--- src/rtl/floo_axis_vc_scheduler_if.sv ---
//------------------------------------------------------------------------------
// floo_axis_vc_scheduler_if : VC handshake, credit and status bundle. Rev 1.0
//------------------------------------------------------------------------------
`default_nettype none

interface floo_axis_vc_scheduler_if #(
  parameter int unsigned NumCredits = 8
);
  localparam int unsigned CntWidth = $clog2(NumCredits + 1);

  logic                req_valid_i;
  logic                rsp_valid_i;
  logic                req_gnt_o;
  logic                rsp_gnt_o;
  logic                out_valid_o;
  logic                out_ready_i;
  logic                sel_o;
  logic                credit_req_i;
  logic                credit_rsp_i;
  logic [CntWidth-1:0] credits_req_o;
  logic [CntWidth-1:0] credits_rsp_o;
  logic                overflow_o;

  modport slave (
    input  req_valid_i, rsp_valid_i, out_ready_i, credit_req_i, credit_rsp_i,
    output req_gnt_o, rsp_gnt_o, out_valid_o, sel_o, credits_req_o, credits_rsp_o,
           overflow_o
  );

  modport master (
    output req_valid_i, rsp_valid_i, out_ready_i, credit_req_i, credit_rsp_i,
    input  req_gnt_o, rsp_gnt_o, out_valid_o, sel_o, credits_req_o, credits_rsp_o,
           overflow_o
  );
endinterface

`default_nettype wire

--- src/rtl/floo_axis_vc_scheduler.sv ---
//------------------------------------------------------------------------------
// floo_axis_vc_scheduler : credit-based REQ/RSP scheduler for the shared AXIS link. Rev 1.0
//------------------------------------------------------------------------------
`default_nettype none

module floo_axis_vc_scheduler #(
  parameter int unsigned NumCredits = 8,
  parameter int unsigned MaxBurst   = 4
) (
  input  logic                    clk_i,
  input  logic                    rst_i,
  floo_axis_vc_scheduler_if.slave bus
);
  localparam int unsigned CntWidth   = $clog2(NumCredits + 1);
  localparam int unsigned BurstWidth = $clog2(MaxBurst + 1);
  localparam logic [CntWidth-1:0]   CntFull   = CntWidth'(NumCredits);
  localparam logic [CntWidth-1:0]   CntOne    = CntWidth'(1);
  localparam logic [BurstWidth-1:0] BurstFull = BurstWidth'(MaxBurst);
  localparam logic [BurstWidth-1:0] BurstOne  = BurstWidth'(1);

  typedef enum logic {OWN_RSP = 1'b0, OWN_REQ = 1'b1} owner_e;

  owner_e                owner_q, owner_d;
  logic [BurstWidth-1:0] burst_q, burst_d;
  logic                  lock_q, lock_d;
  logic                  locked_sel_q, locked_sel_d;
  logic [CntWidth-1:0]   credits_req_q, credits_req_d;
  logic [CntWidth-1:0]   credits_rsp_q, credits_rsp_d;
  logic                  overflow_q, overflow_d;

  logic elig_req, elig_rsp, elig_own, elig_oth, own_bit;
  logic offer, chosen, hs, dec_req, dec_rsp;

  always_ff @(posedge clk_i or posedge rst_i) begin
    if (rst_i) begin
      owner_q       <= OWN_REQ;
      burst_q       <= '0;
      lock_q        <= 1'b0;
      locked_sel_q  <= 1'b0;
      credits_req_q <= CntFull;
      credits_rsp_q <= CntFull;
      overflow_q    <= 1'b0;
    end else begin
      owner_q       <= owner_d;
      burst_q       <= burst_d;
      lock_q        <= lock_d;
      locked_sel_q  <= locked_sel_d;
      credits_req_q <= credits_req_d;
      credits_rsp_q <= credits_rsp_d;
      overflow_q    <= overflow_d;
    end
  end

  always_comb begin
    elig_req = bus.req_valid_i && (credits_req_q != '0);
    elig_rsp = bus.rsp_valid_i && (credits_rsp_q != '0);
    own_bit  = (owner_q == OWN_REQ);
    elig_own = own_bit ? elig_req : elig_rsp;
    elig_oth = own_bit ? elig_rsp : elig_req;

    offer  = 1'b0;
    chosen = own_bit;
    // burst_q == 0 only right after reset: the owner has no running burst, so a tie goes to the other side
    if (lock_q) begin
      offer  = 1'b1;
      chosen = locked_sel_q;
    end else if (elig_own && (((burst_q != '0) && (burst_q < BurstFull)) || !elig_oth)) begin
      offer  = 1'b1;
      chosen = own_bit;
    end else if (elig_oth) begin
      offer  = 1'b1;
      chosen = !own_bit;
    end

    hs      = offer && bus.out_ready_i;
    dec_req = hs && chosen;
    dec_rsp = hs && !chosen;

    owner_d      = owner_q;
    burst_d      = burst_q;
    lock_d       = lock_q;
    locked_sel_d = locked_sel_q;
    if (offer && !bus.out_ready_i) begin
      lock_d       = 1'b1;
      locked_sel_d = chosen;
    end
    if (hs) begin
      lock_d = 1'b0;
      if (chosen == own_bit) begin
        if (!elig_oth)                burst_d = BurstOne;
        else if (burst_q != BurstFull) burst_d = burst_q + BurstOne;
      end else begin
        owner_d = chosen ? OWN_REQ : OWN_RSP;
        burst_d = BurstOne;
      end
    end

    credits_req_d = credits_req_q;
    credits_rsp_d = credits_rsp_q;
    overflow_d    = overflow_q;
    if (dec_req && !bus.credit_req_i) begin
      credits_req_d = credits_req_q - CntOne;
    end else if (!dec_req && bus.credit_req_i) begin
      if (credits_req_q == CntFull) overflow_d    = 1'b1;
      else                          credits_req_d = credits_req_q + CntOne;
    end
    if (dec_rsp && !bus.credit_rsp_i) begin
      credits_rsp_d = credits_rsp_q - CntOne;
    end else if (!dec_rsp && bus.credit_rsp_i) begin
      if (credits_rsp_q == CntFull) overflow_d    = 1'b1;
      else                          credits_rsp_d = credits_rsp_q + CntOne;
    end
  end

  // Handshake outputs are forced low for the whole reset window, even mid-cycle
  assign bus.out_valid_o   = offer && !rst_i;
  assign bus.sel_o         = offer && chosen && !rst_i;
  assign bus.req_gnt_o     = dec_req && !rst_i;
  assign bus.rsp_gnt_o     = dec_rsp && !rst_i;
  assign bus.credits_req_o = credits_req_q;
  assign bus.credits_rsp_o = credits_rsp_q;
  assign bus.overflow_o    = overflow_q;

endmodule

`default_nettype wire
--- src/flat_wrapper.sv ---
// flat-port wrapper written by rule: the top's interface ports become plain ports
module floo_axis_vc_scheduler_flat 
#(
  parameter int unsigned NumCredits = 8,
  parameter int unsigned MaxBurst   = 4
)
  (clk_i, rst_i, bus_req_valid_i, bus_rsp_valid_i, bus_out_ready_i, bus_credit_req_i, bus_credit_rsp_i, bus_req_gnt_o, bus_rsp_gnt_o, bus_out_valid_o, bus_sel_o, bus_credits_req_o, bus_credits_rsp_o, bus_overflow_o);
  floo_axis_vc_scheduler_if #(.NumCredits(NumCredits)) bus_i ();
  input  logic clk_i;
  input  logic rst_i;
  input wire logic [$bits(bus_i.req_valid_i)-1:0] bus_req_valid_i;
  input wire logic [$bits(bus_i.rsp_valid_i)-1:0] bus_rsp_valid_i;
  input wire logic [$bits(bus_i.out_ready_i)-1:0] bus_out_ready_i;
  input wire logic [$bits(bus_i.credit_req_i)-1:0] bus_credit_req_i;
  input wire logic [$bits(bus_i.credit_rsp_i)-1:0] bus_credit_rsp_i;
  output wire logic [$bits(bus_i.req_gnt_o)-1:0] bus_req_gnt_o;
  output wire logic [$bits(bus_i.rsp_gnt_o)-1:0] bus_rsp_gnt_o;
  output wire logic [$bits(bus_i.out_valid_o)-1:0] bus_out_valid_o;
  output wire logic [$bits(bus_i.sel_o)-1:0] bus_sel_o;
  output wire logic [$bits(bus_i.credits_req_o)-1:0] bus_credits_req_o;
  output wire logic [$bits(bus_i.credits_rsp_o)-1:0] bus_credits_rsp_o;
  output wire logic [$bits(bus_i.overflow_o)-1:0] bus_overflow_o;
  assign bus_i.req_valid_i = bus_req_valid_i;
  assign bus_i.rsp_valid_i = bus_rsp_valid_i;
  assign bus_i.out_ready_i = bus_out_ready_i;
  assign bus_i.credit_req_i = bus_credit_req_i;
  assign bus_i.credit_rsp_i = bus_credit_rsp_i;
  assign bus_req_gnt_o = bus_i.req_gnt_o;
  assign bus_rsp_gnt_o = bus_i.rsp_gnt_o;
  assign bus_out_valid_o = bus_i.out_valid_o;
  assign bus_sel_o = bus_i.sel_o;
  assign bus_credits_req_o = bus_i.credits_req_o;
  assign bus_credits_rsp_o = bus_i.credits_rsp_o;
  assign bus_overflow_o = bus_i.overflow_o;
  floo_axis_vc_scheduler #(.NumCredits(NumCredits), .MaxBurst(MaxBurst)) u_core (.clk_i(clk_i), .rst_i(rst_i), .bus(bus_i));
endmodule
--- config.mk ---
export PLATFORM = sky130hd
export DESIGN_NAME = floo_axis_vc_scheduler_flat
export DESIGN_NICKNAME = d
export VERILOG_FILES = /design/src/rtl/floo_axis_vc_scheduler_if.sv /design/src/rtl/floo_axis_vc_scheduler.sv /design/src/flat_wrapper.sv
export SDC_FILE = /design/constraint.sdc
export NUM_CORES = 1
export LEC_CHECK = 0
export CAP_MARGIN = 20
export CORE_MARGIN = 4
export CORE_UTILIZATION = 40
export CTS_CLUSTER_SIZE = 10
export DETAILED_ROUTE_END_ITERATION = 8
export PLACE_DENSITY_LB_ADDON = 0.25
export SETUP_SLACK_MARGIN = 0.02
export SLEW_MARGIN = 20
export SYNTH_ARGS = -nofsm -noshare
export SYNTH_HDL_FRONTEND = slang
export SYNTH_SLANG_ARGS = --single-unit
--- constraint.sdc ---
create_clock -name clk_i -period 6.27 [get_ports clk_i]
set_input_delay 0.9405 -clock clk_i [delete_from_list [all_inputs] [get_ports clk_i]]
set_output_delay 0.9405 -clock clk_i [all_outputs]
set_load 0.02 [all_outputs]
* Word-level counts from Yosys, hierarchy flattened
Cells that the tools add are included.
Widths: inputs -> output; s select.
** Word-level totals
- Word-level logic and storage cells :: 84
- Bits of input ports :: 7
- Register bits :: 15
** Operators by class
- Equality and inequality tests :: 7
- Order comparisons :: 1
- Add/subtract/negate cells :: 5
- Bitwise gates (word level) :: 1
- Mux-type cells :: 26
- Reduce and logical (&&, ||, !) cells :: 37
** Operators by type and width (count)
- $mux 4 :: 6
- $logic_and 1x1->1 :: 17
- $mux 1 :: 17
- $logic_not 1->1 :: 9
- $mux 3 :: 3
- $add 4x1->4 const B :: 2
- $eq 4x4->1 const B :: 2
- $reduce_and 2->1 :: 4
- $reduce_bool 4->1 :: 2
- $sub 4x1->4 const B :: 2
- $ne 3x3->1 const B :: 2
- $reduce_bool 2->1 :: 3
- $ne 2x1->1 const B :: 2
- $add 3x1->3 const B :: 1
- $lt 3x3->1 const B :: 1
- $reduce_bool 3->1 :: 1
- $eq 1x1->1 :: 1
- $logic_or 1x1->1 :: 1
- $not 1->1 :: 1

* Longest topological paths before layout
Gate-level depths: netlist of run 1.
- Depth after elaboration :: 17
- Gate-level depth with buffers :: 13
- Gate-level depth less buffers :: 13

* Worst setup path before layout of run 1
No wires, ideal clock.
- Kind :: flip-flop to output port
- Start :: register u_core.credits_req_q[0], in the netlist u_core.bus.credits_req_o[0]
- End :: output bus_rsp_gnt_o
- Slack :: 3172 ps
- Arrival time :: 2157 ps
- Cell stages (with the launch flop) :: 6
- Cells stage by stage :: dfrtp_1 -> buf_6 -> o41ai_4 -> a2111oi_4 -> a2111o_1 -> nor3_1
** Between the ends
- Cells in the longest elaborated chain, start to end :: 11
- Elaborated cells on any way between the ends :: 17
** Ends and longest elaborated chain
- start: declaration :: line floo_axis_vc_scheduler.sv:27 : logic [CntWidth-1:0] credits_req_q, credits_req_d;
- start signal: assignment :: line floo_axis_vc_scheduler.sv:40 : credits_req_q <= CntFull;
- start signal: assignment :: line floo_axis_vc_scheduler.sv:48 : credits_req_q <= credits_req_d;
- $reduce_bool 4->1 * :: line floo_axis_vc_scheduler.sv:55 : elig_req = bus.req_valid_i && (credits_req_q != '0);
- $logic_and 1x1->1 * :: line floo_axis_vc_scheduler.sv:55
- $mux 1 :: line floo_axis_vc_scheduler.sv:59 : elig_oth = own_bit ? elig_rsp : elig_req;
- $logic_not 1->1 :: line floo_axis_vc_scheduler.sv:67 : end else if (elig_own && (((burst_q != '0) && (burst_q < BurstFull)) || !elig_oth)) begin
- $logic_or 1x1->1 :: line floo_axis_vc_scheduler.sv:67
- $logic_and 1x1->1 :: line floo_axis_vc_scheduler.sv:67
- $mux 1 :: line floo_axis_vc_scheduler.sv:67
- $mux 1 :: line floo_axis_vc_scheduler.sv:64 : if (lock_q) begin
- $logic_and 1x1->1 / $logic_not 1->1 (equally long branches) :: line floo_axis_vc_scheduler.sv:75, floo_axis_vc_scheduler.sv:77
- $logic_and 1x1->1 * :: line floo_axis_vc_scheduler.sv:77 : dec_rsp = hs && !chosen;
- $logic_and 1x1->1 * :: line floo_axis_vc_scheduler.sv:119 : assign bus.rsp_gnt_o = dec_rsp && !rst_i;
- end: declaration :: line flat_wrapper.sv:17 : output wire logic [$bits(bus_i.rsp_gnt_o)-1:0] bus_rsp_gnt_o;
Mark *: on every way between the ends. The rest lies on a longest branch, timed or not.

* Final worst setup path of run 1
- Start :: input bus_req_valid_i
- End :: output bus_req_gnt_o
** Between the ends
- Cells in the longest elaborated chain, start to end :: 10
- Elaborated cells on any way between the ends :: 15
** Ends and longest elaborated chain
- start: declaration :: line flat_wrapper.sv:11 : input wire logic [$bits(bus_i.req_valid_i)-1:0] bus_req_valid_i;
- $logic_and 1x1->1 * :: line floo_axis_vc_scheduler.sv:55
- $mux 1 :: line floo_axis_vc_scheduler.sv:59
- $logic_not 1->1 :: line floo_axis_vc_scheduler.sv:67
- $logic_or 1x1->1 :: line floo_axis_vc_scheduler.sv:67
- $logic_and 1x1->1 :: line floo_axis_vc_scheduler.sv:67
- $mux 1 :: line floo_axis_vc_scheduler.sv:67
- $mux 1 :: line floo_axis_vc_scheduler.sv:64
- $logic_and 1x1->1 :: line floo_axis_vc_scheduler.sv:75 : hs = offer && bus.out_ready_i;
- $logic_and 1x1->1 * :: line floo_axis_vc_scheduler.sv:76 : dec_req = hs && chosen;
- $logic_and 1x1->1 * :: line floo_axis_vc_scheduler.sv:118 : assign bus.req_gnt_o = dec_req && !rst_i;
- end: declaration :: line flat_wrapper.sv:16 : output wire logic [$bits(bus_i.req_gnt_o)-1:0] bus_req_gnt_o;
Marked as above.

==> reports/results.ini, run 1 <==
[final_layout]
drive_gt1_share_pct=10.7
nNetsFinal=168
seqCellArea_um2=379
syn2layout_area_growth_pct=17.6
nFillCells=274
layout_common_cells=clkdlybuf4s50_1, nand2_1, dfrtp_1
antenna_cells=0
final_common_cell=clkdlybuf4s50_1
multi_input_area_um2=800

[critical_path]
crit_arrival_ps=3030
critPathMaxStageDelay_ps=610
r2r_cells=11
reg2reg_slack_ps=3050
start_kind=input pin
cp-end-kind=output pin
critPathMostFrequentCell=clkdlybuf4s50_1
crit_type=input pin to output pin
path_cells=clkdlybuf4s50_1 -> o41ai_4 -> nor4_1 -> a2111o_1 -> and3_1 -> clkdlybuf4s50_1
cp_max_fo=7
cp_slowest_cell=clkdlybuf4s50_1
timing.rr.end=u_core.bus.credits_req_o[2]$_DFFE_PP0P_
worstReg2RegStart=u_core.bus.credits_req_o[0]$_DFFE_PP0P_
required_ps=5330

[power_and_ir_drop]
p_int_uw=359
power_frac_clock_pct=8.3
finalPower_uw=688
swShare_pct=47.8
power_switching_uw=329
ir_drop_mv=0.202
seqPwrFrac_pct=36.1
p_leak_nw=0.594
power_density_nw_per_um2=470
p_comb_share_pct=55.7

[logic_synthesis]
synth_nets=151
synth_cells=134
synth_mux_area_share_pct=2.51
yosysUniqueCellTypes=43
synthSimpleGateAreaFrac_pct=20.5
syn-cell-area_um2=1240
synth_compound_area_share_pct=26.2
synth_top_family_by_area=compound AO/OA/AOI/OAI gates
avgSynthCellArea_um2=9.29
yosys.area_share.xor_xnor_pct=4.92
ys_seq_elements=15
synthAdderAreaFrac_pct=10.1
ys_seq_area_share_pct=30.5
synth-warning-count=0

[clocking]
cts_buffers=3
post_cts_buffers=0
cts-root-buf=clkbuf_4
clock_sinks=15
ctsHoldBuffers=0
path_clk_slew_ps=90
cts_tree=yes
clk_latency_ps=280
htreeDepth=1
cts_resized=0
clock_path_buffers=2

[floorplan]
io_pins=20
rows=19
die_h_um=63.8
start_util_pct=43.6
coreArea_um2=2850
dieArea_um2=4070
die_x_um=63.8

[global_route]
grt_usage_pct=13.6
grt_max_degree=16
grt-ovfl-total=0
grt_pass1_wl_mm=4.51
grt_pass1_vias=1015
antenna_found_initial=0

[sta]
finalSetupTns_ps=0
finalSetupViolations=0
slew_violations=0
rsz0062_at_grt=no
slew_headroom_pct=60.6
worst_slew_pin_slew_ps=590
fmax_mhz=252
period_share_pct=63.4
hold_viol_final=0
fin_skew_ps=4.34
period_needed_ps=3970

[routing]
drt-pass1-iter-count=4
initialDrtViolationCount=62
vias=1064
vias_per_cell=5.88
wire_per_inst_um=14.5
wl_met1_mm=1.22
drt-total-wl_mm=2.63
wl_met3_um=99
wl_met2_mm=1.30
top_layer_used=met4
drc=0
ant_nets=0

[worst_hold_path]
holdPathEnd=u_core.bus.overflow_o$_DFF_PP0_
worstHoldStart=u_core.bus.overflow_o$_DFF_PP0_
hold_path_class=flop to flop
holdPathStages=2

[placement]
io_buffers=19
hpwlAfterDp_mm=1.99
gp_congestion=0.799

[outcome]
status=finished, final reports clean

[run]
cap_violations=0

[synthesized netlist by cell type]
library cell,count,share of area [%]
nor3_1,6,2.4
nor2b_1,2,1.0
a31oi_1,2,1.0
buf_2,2,0.80
nand3b_1,4,2.4
o31ai_1,1,0.60
ha_1,10,10
a41oi_1,2,1.4
mux2_2,1,0.90
o31ai_4,1,1.7
a21oi_1,8,3.2
and3b_1,1,0.70
o41ai_1,2,1.4
clkbuf_1,4,1.2
a211oi_1,1,0.60
nor3_2,1,0.80
o21ai_1,1,0.40
nor4_1,3,1.5
or2_2,2,1.0
nand2_1,17,5.1
a2111o_1,1,0.90
dfstp_2,3,6.3
o41ai_2,1,1.3
nor2_1,7,2.1
buf_6,1,0.90
and3_1,1,0.50
a2111oi_4,1,2.2
a2111oi_2,1,1.2
o41ai_4,1,2.2
o32a_1,1,0.80
o21ai_0,5,2.0
nand4b_1,1,0.70
inv_1,8,2.4
mux2i_1,2,1.6
o41a_4,1,1.7
o32ai_1,1,0.70
nand2b_1,2,1.0
dfrtp_1,12,24
xor2_1,3,2.1
o41a_1,2,1.8
o22ai_1,2,1.0
xnor2_1,4,2.8
nor3b_1,2,1.2
[power groups by stage]
stage	registers, mW	logic (mW)	clock network (mW)
final	0.248	0.383	0.0568
after global routing	0.261	0.424	0.0636
after CTS	0.248	0.384	0.0600
after detailed placement	0.250	0.382	0
after global placement	0.247	0.374	0
after floorplan	0.231	0.286	0
[layer usage]
layer	track usage (%)	vias up
met5	0	-
met4	5.93	0
met3	2.28	2
met2	22.3	23
met1	17.5	514
li1	-	525
[kinds of logic (layout without fill, tap and decap cells)]
kind of cell	count (synthesis)	in the layout
multiplexers	3	3
AND/OR/NAND/NOR	49	49
AO/OA/AOI/OAI	35	35
buffers and inverters	15	31
flip-flops	15	15
XOR/XNOR	7	7
adder cells (fa/ha/maj)	10	10
[critical path, delay by kind of cell]
family,cells,cell delay [ps]
buffers and inverters,2,1130
AND/OR/NAND/NOR,2,590
AO/OA/AOI/OAI,2,370
[how the worst max path moves through the flow]
| stage | startpoint | end | slack (ps) | depth (start not counted) |
|---|---|---|---|---|
| 2_1_floorplan | u_core.bus.credits_req_o[0]$_DFFE_PP0P_ | bus_rsp_gnt_o | 3170 | 5 |
| 3_3_place_gp | bus_rsp_valid_i | bus_rsp_gnt_o | 2330 | 6 |
| 3_5_place_dp | bus_req_valid_i | bus_req_gnt_o | 2300 | 6 |
| 4_1_cts | bus_rsp_valid_i | bus_rsp_gnt_o | 2280 | 6 |
| 5_1_grt | bus_req_valid_i | bus_req_gnt_o | 2170 | 6 |
| 6_report | bus_req_valid_i | bus_req_gnt_o | 2300 | 6 |
[through the flow]
step,setup WS [ps],util (%),cells,cell area (um^2),hold WS (ps)
floorplan,3170,-,134,1240,504
global placement,2330,50.4,177,1440,473
global route,2170,51.3,181,1460,530
finish,2300,51.3,181,1460,489
detailed placement,2300,50.4,177,1440,466
CTS,2280,51.3,181,1460,491
[registers in the layout, summed over array words and instances, names as in the netlist]
register                  flops
u_core.locked_sel_q           1
u_core.bus.overflow_o         1
u_core.lock_q                 1
u_core.burst_q                3
u_core.bus.credits_rsp_o      4
u_core.bus.credits_req_o      4
u_core.own_bit                1
[cell type report]
| cell class | count | share of cell area (%) |
|---|---|---|
| Multi-Input combinational cell | 104 | 54.6 |
| Sequential cell | 15 | 25.9 |
| Timing Repair Buffer | 19 | 13.0 |
| Tap cell | 31 | 2.65 |
| Inverter | 8 | 2.05 |
| Clock buffer | 4 | 1.79 |
No activity file was read; power rests on OpenSTA's default activity.
==> inputs of run 2 (changes only) <==
==> constraint.sdc (replaced) <==
create_clock -name clk_i -period 4.15 [get_ports clk_i]
set_input_delay 0.6225 -clock clk_i [delete_from_list [all_inputs] [get_ports clk_i]]
set_output_delay 0.6225 -clock clk_i [all_outputs]
set_load 0.02 [all_outputs]
==> reports/results.ini, run 2 (synthesized netlist as in run 1, its figures left out) <==
[final_layout]
layout_common_cells=clkdlybuf4s50_1, nand2_1, dfrtp_1
drive_gt1_share_pct=10.7  ; unchanged
fin_cells=181  ; unchanged
nNetsFinal=168  ; unchanged
antenna_cells=0  ; unchanged
syn2layout_area_growth_pct=17.6  ; unchanged
final_common_cell=clkdlybuf4s50_1
nFillCells=274  ; unchanged

[floorplan]
rows=19  ; unchanged
io_pins=20  ; unchanged
die_h_um=63.8  ; unchanged
start_util_pct=43.6  ; unchanged
coreArea_um2=2850  ; unchanged
dieArea_um2=4070  ; unchanged
die_x_um=63.8  ; unchanged

[clocking]
cts_tree=yes
clock_sinks=15  ; unchanged
post_cts_buffers=0  ; unchanged
clock_path_buffers=2  ; unchanged
path_clk_slew_ps=100  ; about the same
htreeDepth=1  ; unchanged
ctsHoldBuffers=0  ; unchanged
cts_resized=0  ; unchanged
clk_latency_ps=290  ; about the same
cts-root-buf=clkbuf_4
cts_buffers=3  ; unchanged

[sta]
period_needed_ps=3510
hold_viol_final=0  ; unchanged
finalSetupViolations=0  ; unchanged
period_share_pct=84.6
finalSetupTns_ps=0  ; unchanged
worst_slew_pin_slew_ps=596  ; +6.06 ps
fmax_mhz=285
fin_skew_ps=13.2  ; +8.82 ps
slew_headroom_pct=60.2  ; -0.40 points
fin_hold_ws_ps=515  ; +26.4 ps
slew_violations=0  ; unchanged
rsz0062_at_grt=no

[routing]
wire_per_inst_um=15.1  ; +4.1%
drt-pass1-iter-count=4  ; unchanged
drt-total-wl_mm=2.74  ; +4.1%
vias_per_cell=5.88  ; unchanged
ant_nets=0  ; unchanged
vias=1064  ; unchanged
drc=0  ; unchanged
initialDrtViolationCount=49  ; -21%

[placement]
io_buffers=19  ; unchanged
placedCellCount=177  ; unchanged
hpwlAfterDp_mm=2.03  ; +2.2%
gp_congestion=0.766  ; -4.1%

[global_route]
antenna_found_initial=0  ; unchanged
grt-ovfl-total=0  ; unchanged
grt_max_degree=16  ; unchanged
grt_pass1_wl_mm=4.78  ; +6.1%
grt_pass1_vias=1063  ; +4.7%
grt_usage_pct=14.5  ; +0.89 points

[critical_path]
crit_type=flop to output pin
cp_max_fo=12  ; +5
crit_arrival_ps=2890  ; -140 ps
start_kind=flop
required_ps=3530  ; -1800 ps
cp-end-kind=output pin

[power_and_ir_drop]
ir_drop_mv=0.247  ; +22%
finalPower_mw=1.04  ; +51%
p_leak_nw=0.594  ; unchanged
power_density_nw_per_um2=712  ; +51%

[run]
cap_violations=0  ; unchanged

[outcome]
status=finished, final reports clean

[worst_hold_path]
hold_path_class=flop to flop

run 2: final cells by class:
type	count	area, um^2	area share, %
Multi-Input combinational cell	104	800	54.6
Sequential cell	15	379	25.9
Timing Repair Buffer	19	190	13.0
Tap cell	31	38.8	2.65
Inverter	8	30.0	2.05
Clock buffer	4	26.3	1.79
run 2: worst max-delay path: stages, from the launching register on:
cell             delay (ps)
dfrtp_1                 540
o41ai_4                 660
a2111oi_4               120
a2111o_1                470
nor3_1                  160
clkdlybuf4s50_1         640
run 2: metrics by stage:
stage	instance area (um^2)	setup WS [ps]	utilization, %
floorplan	1240	1180	-
global placement	1440	828	50.4
detailed placement	1440	780	50.4
CTS	1460	651	51.3
global route	1460	487	51.3
finish	1460	638	51.3
run 2: path summary, 6_finish.rpt:
check / from / endpoint / slack, ps / cells after the start
worst max-delay path: u_core.bus.credits_req_o[1]$_DFFE_PP0P_ / bus_rsp_gnt_o / 640 / 5
worst min-delay path: u_core.bus.overflow_o$_DFF_PP0_ / u_core.bus.overflow_o$_DFF_PP0_ / 510 / 2
worst max register to register: u_core.bus.credits_req_o[1]$_DFFE_PP0P_ / u_core.bus.credits_req_o[2]$_DFFE_PP0P_ / 920 / 11
worst min register to register: u_core.bus.overflow_o$_DFF_PP0_ / u_core.bus.overflow_o$_DFF_PP0_ / 510 / 2
max in group asynchronous: rst_i / u_core.burst_q[2]$_DFFE_PP0P_ / 2960 / 2
min in group asynchronous: rst_i / u_core.bus.credits_req_o[1]$_DFFE_PP0P_ / 790 / 2
run 2: power breakdown:
| part | internal [mW] | switching [mW] |
|---|---|---|
| registers | 0.226 | 0.153 |
| clock network | 0.0373 | 0.0493 |
| logic | 0.281 | 0.296 |
| total | 0.544 | 0.498 |
run 2: routing by layer:
layer,vias up,track usage (%),share of wire [%],wire length (um)
met5,-,0,0,0
met4,0,5.66,0.99,27
met3,4,2.63,4.3,117
met2,24,24.1,48,1300
met1,508,18.5,47,1290
li1,528,-,-,-
==> inputs of run 3 (changes only) <==
==> constraint.sdc (replaced) <==
create_clock -name clk_i -period 3.5 [get_ports clk_i]
set_input_delay 0.525 -clock clk_i [delete_from_list [all_inputs] [get_ports clk_i]]
set_output_delay 0.525 -clock clk_i [all_outputs]
set_load 0.02 [all_outputs]
==> reports/results.ini, run 3 (synthesized netlist as in run 1, its figures left out) <==
[routing]
vias_per_cell=5.96  ; +1.3%
wire_per_inst_um=14.8  ; -1.8%
drt-pass1-iter-count=4  ; unchanged
ant_nets=0  ; unchanged
wl_met1_mm=1.31  ; +1.7%
drt-total-wl_mm=2.72  ; -0.73%
initialDrtViolationCount=76  ; +55%
drc=0  ; unchanged
wl_met2_mm=1.25  ; -4.5%
top_layer_used=met4
wl_met3_um=108  ; -7.7%
vias=1090  ; +2.4%

[sta]
fmax_mhz=303
rsz0062_at_grt=no
hold_viol_final=0  ; unchanged
finalSetupTns_ps=0  ; unchanged
fin_hold_ws_ps=492  ; -22.6 ps
slew_headroom_pct=60.3  ; about the same
period_share_pct=94.1
finalSetupViolations=0  ; unchanged
slew_violations=0  ; unchanged
period_needed_ps=3300
worst_slew_pin_slew_ps=595  ; -0.550 ps
fin_skew_ps=6.44  ; -6.71 ps

[floorplan]
coreArea_um2=2850  ; unchanged
io_pins=20  ; unchanged
rows=19  ; unchanged
die_h_um=63.8  ; unchanged
start_util_pct=43.6  ; unchanged
die_x_um=63.8  ; unchanged
dieArea_um2=4070  ; unchanged

[placement]
io_buffers=19  ; unchanged
hpwlAfterDp_mm=2.03  ; about the same
gp_congestion=0.877  ; +14%
placedCellCount=179  ; +1.1%

[final_layout]
syn2layout_area_growth_pct=18.8
drive_gt1_share_pct=11.8  ; +1.2 points
antenna_cells=0  ; unchanged
nFillCells=276  ; +0.73%
final_common_cell=clkdlybuf4s50_1
seqCellArea_um2=379  ; unchanged
fin_util_pct=51.8  ; +0.53 points
nNetsFinal=170  ; +1.2%
layout_common_cells=clkdlybuf4s50_1, nand2_1, dfrtp_1
multi_input_area_um2=800  ; unchanged
fin_cells=183  ; +1.1%

[critical_path]
worstReg2RegStart=u_core.bus.credits_req_o[2]$_DFFE_PP0P_
required_ps=2970  ; -560 ps
critPathMaxStageDelay_ps=610  ; -50 ps
cp-end-kind=output pin
path_cells=o41a_4 -> a2111oi_4 -> a2111o_1 -> and3_1 -> clkdlybuf4s50_1
cp_max_fo=9  ; -3
r2r_cells=9  ; -2
path_buf_inv=1  ; unchanged
reg2reg_slack_ps=390  ; -530 ps
crit_path_start=u_core.bus.credits_rsp_o[1]$_DFFE_PP0P_
cp_slowest_cell=clkdlybuf4s50_1
crit_type=flop to output pin
crit_arrival_ps=2770  ; -120 ps
start_kind=flop
cp_top_family=compound AO/OA/AOI/OAI gates
crit_path_end=bus_req_gnt_o
cp.depth=5  ; unchanged
timing.rr.end=u_core.bus.credits_req_o[3]$_DFFE_PP1P_

[worst_hold_path]
hold_path_class=flop to flop

[clocking]
htreeDepth=1  ; unchanged
path_clk_slew_ps=100  ; about the same
clk_latency_ps=300  ; about the same
ctsHoldBuffers=0  ; unchanged
clock_path_buffers=2  ; unchanged
clock_sinks=15  ; unchanged
cts_tree=yes
cts_buffers=3  ; unchanged
cts-root-buf=clkbuf_4

[global_route]
grt_pass1_wl_mm=4.71  ; -1.6%
grt_pass1_vias=1077  ; +1.3%
antenna_found_initial=0  ; unchanged
grt_usage_pct=14.5  ; +0.032 points
grt-ovfl-total=0  ; unchanged
grt_max_degree=16  ; unchanged

[run]
cap_violations=0  ; unchanged

[power_and_ir_drop]
power_density_nw_per_um2=859  ; +21%
p_leak_nw=0.604  ; +1.7%
ir_drop_mv=0.327  ; +32%

[outcome]
status=finished, final reports clean

[run 3: cell count changes in the layout (fill, tap and decap cells not counted), sizes merged]
cell / delta
buf: +2
[run 3: report_power, final]
part	internal [mW]	total, mW	switching, mW	leakage [nW]
Clock	0.0445	0.106	0.0617	0.0150
Combinational	0.349	0.740	0.391	0.414
Sequential	0.268	0.424	0.155	0.174
Total	0.662	1.27	0.608	0.604
[run 3: tightest hold or removal path: stages (launching register included)]
cell	delay (ps)
dfrtp_1	360
a41oi_1	50
nand2_1	50
[run 3: how the worst min path moves through the flow]
stage	from	end	slack, ps	cells past startpoint
finish	u_core.bus.overflow_o$_DFF_PP0_	u_core.bus.overflow_o$_DFF_PP0_	490	2
global route	u_core.bus.overflow_o$_DFF_PP0_	u_core.bus.overflow_o$_DFF_PP0_	530	2
CTS	u_core.bus.overflow_o$_DFF_PP0_	u_core.bus.overflow_o$_DFF_PP0_	500	2
detailed placement	u_core.bus.overflow_o$_DFF_PP0_	u_core.bus.overflow_o$_DFF_PP0_	470	2
global placement	u_core.bus.overflow_o$_DFF_PP0_	u_core.bus.overflow_o$_DFF_PP0_	470	2
floorplan	rst_i	u_core.burst_q[0]$_DFFE_PP0P_	420	1
[run 3: area by class of cell]
class,count,share of cell area [%]
Clock buffer,4,1.78
Tap cell,31,2.62
Timing Repair Buffer,21,13.9
Inverter,8,2.03
Sequential cell,15,25.6
Multi-Input combinational cell,104,54.1
[run 3: timing repair]
item / in CTS / in global routing
hold endpoints to repair: 0 / 0
gates resized for setup: 0 / 0
buffers inserted: 0 / 0
endpoints found under the setup margin: 0 / 1
[run 3: per-stage QoR]
step / cell area (um^2) / power, mW / worst slack (ps)
after floorplan: 1240 / 0.927 / 533
after global placement: 1450 / 1.14 / 269
after detailed placement: 1450 / 1.16 / 209
after CTS: 1480 / 1.27 / 168
after global routing: 1480 / 1.38 / 94.9
final: 1480 / 1.27 / 205
[run 3: metal layers]
layer / GRT usage, % / up-vias
li1: - / 529
met1: 19.7 / 529
met2: 22.6 / 27
met3: 2.28 / 5
met4: 6.74 / 0
met5: 0 / -
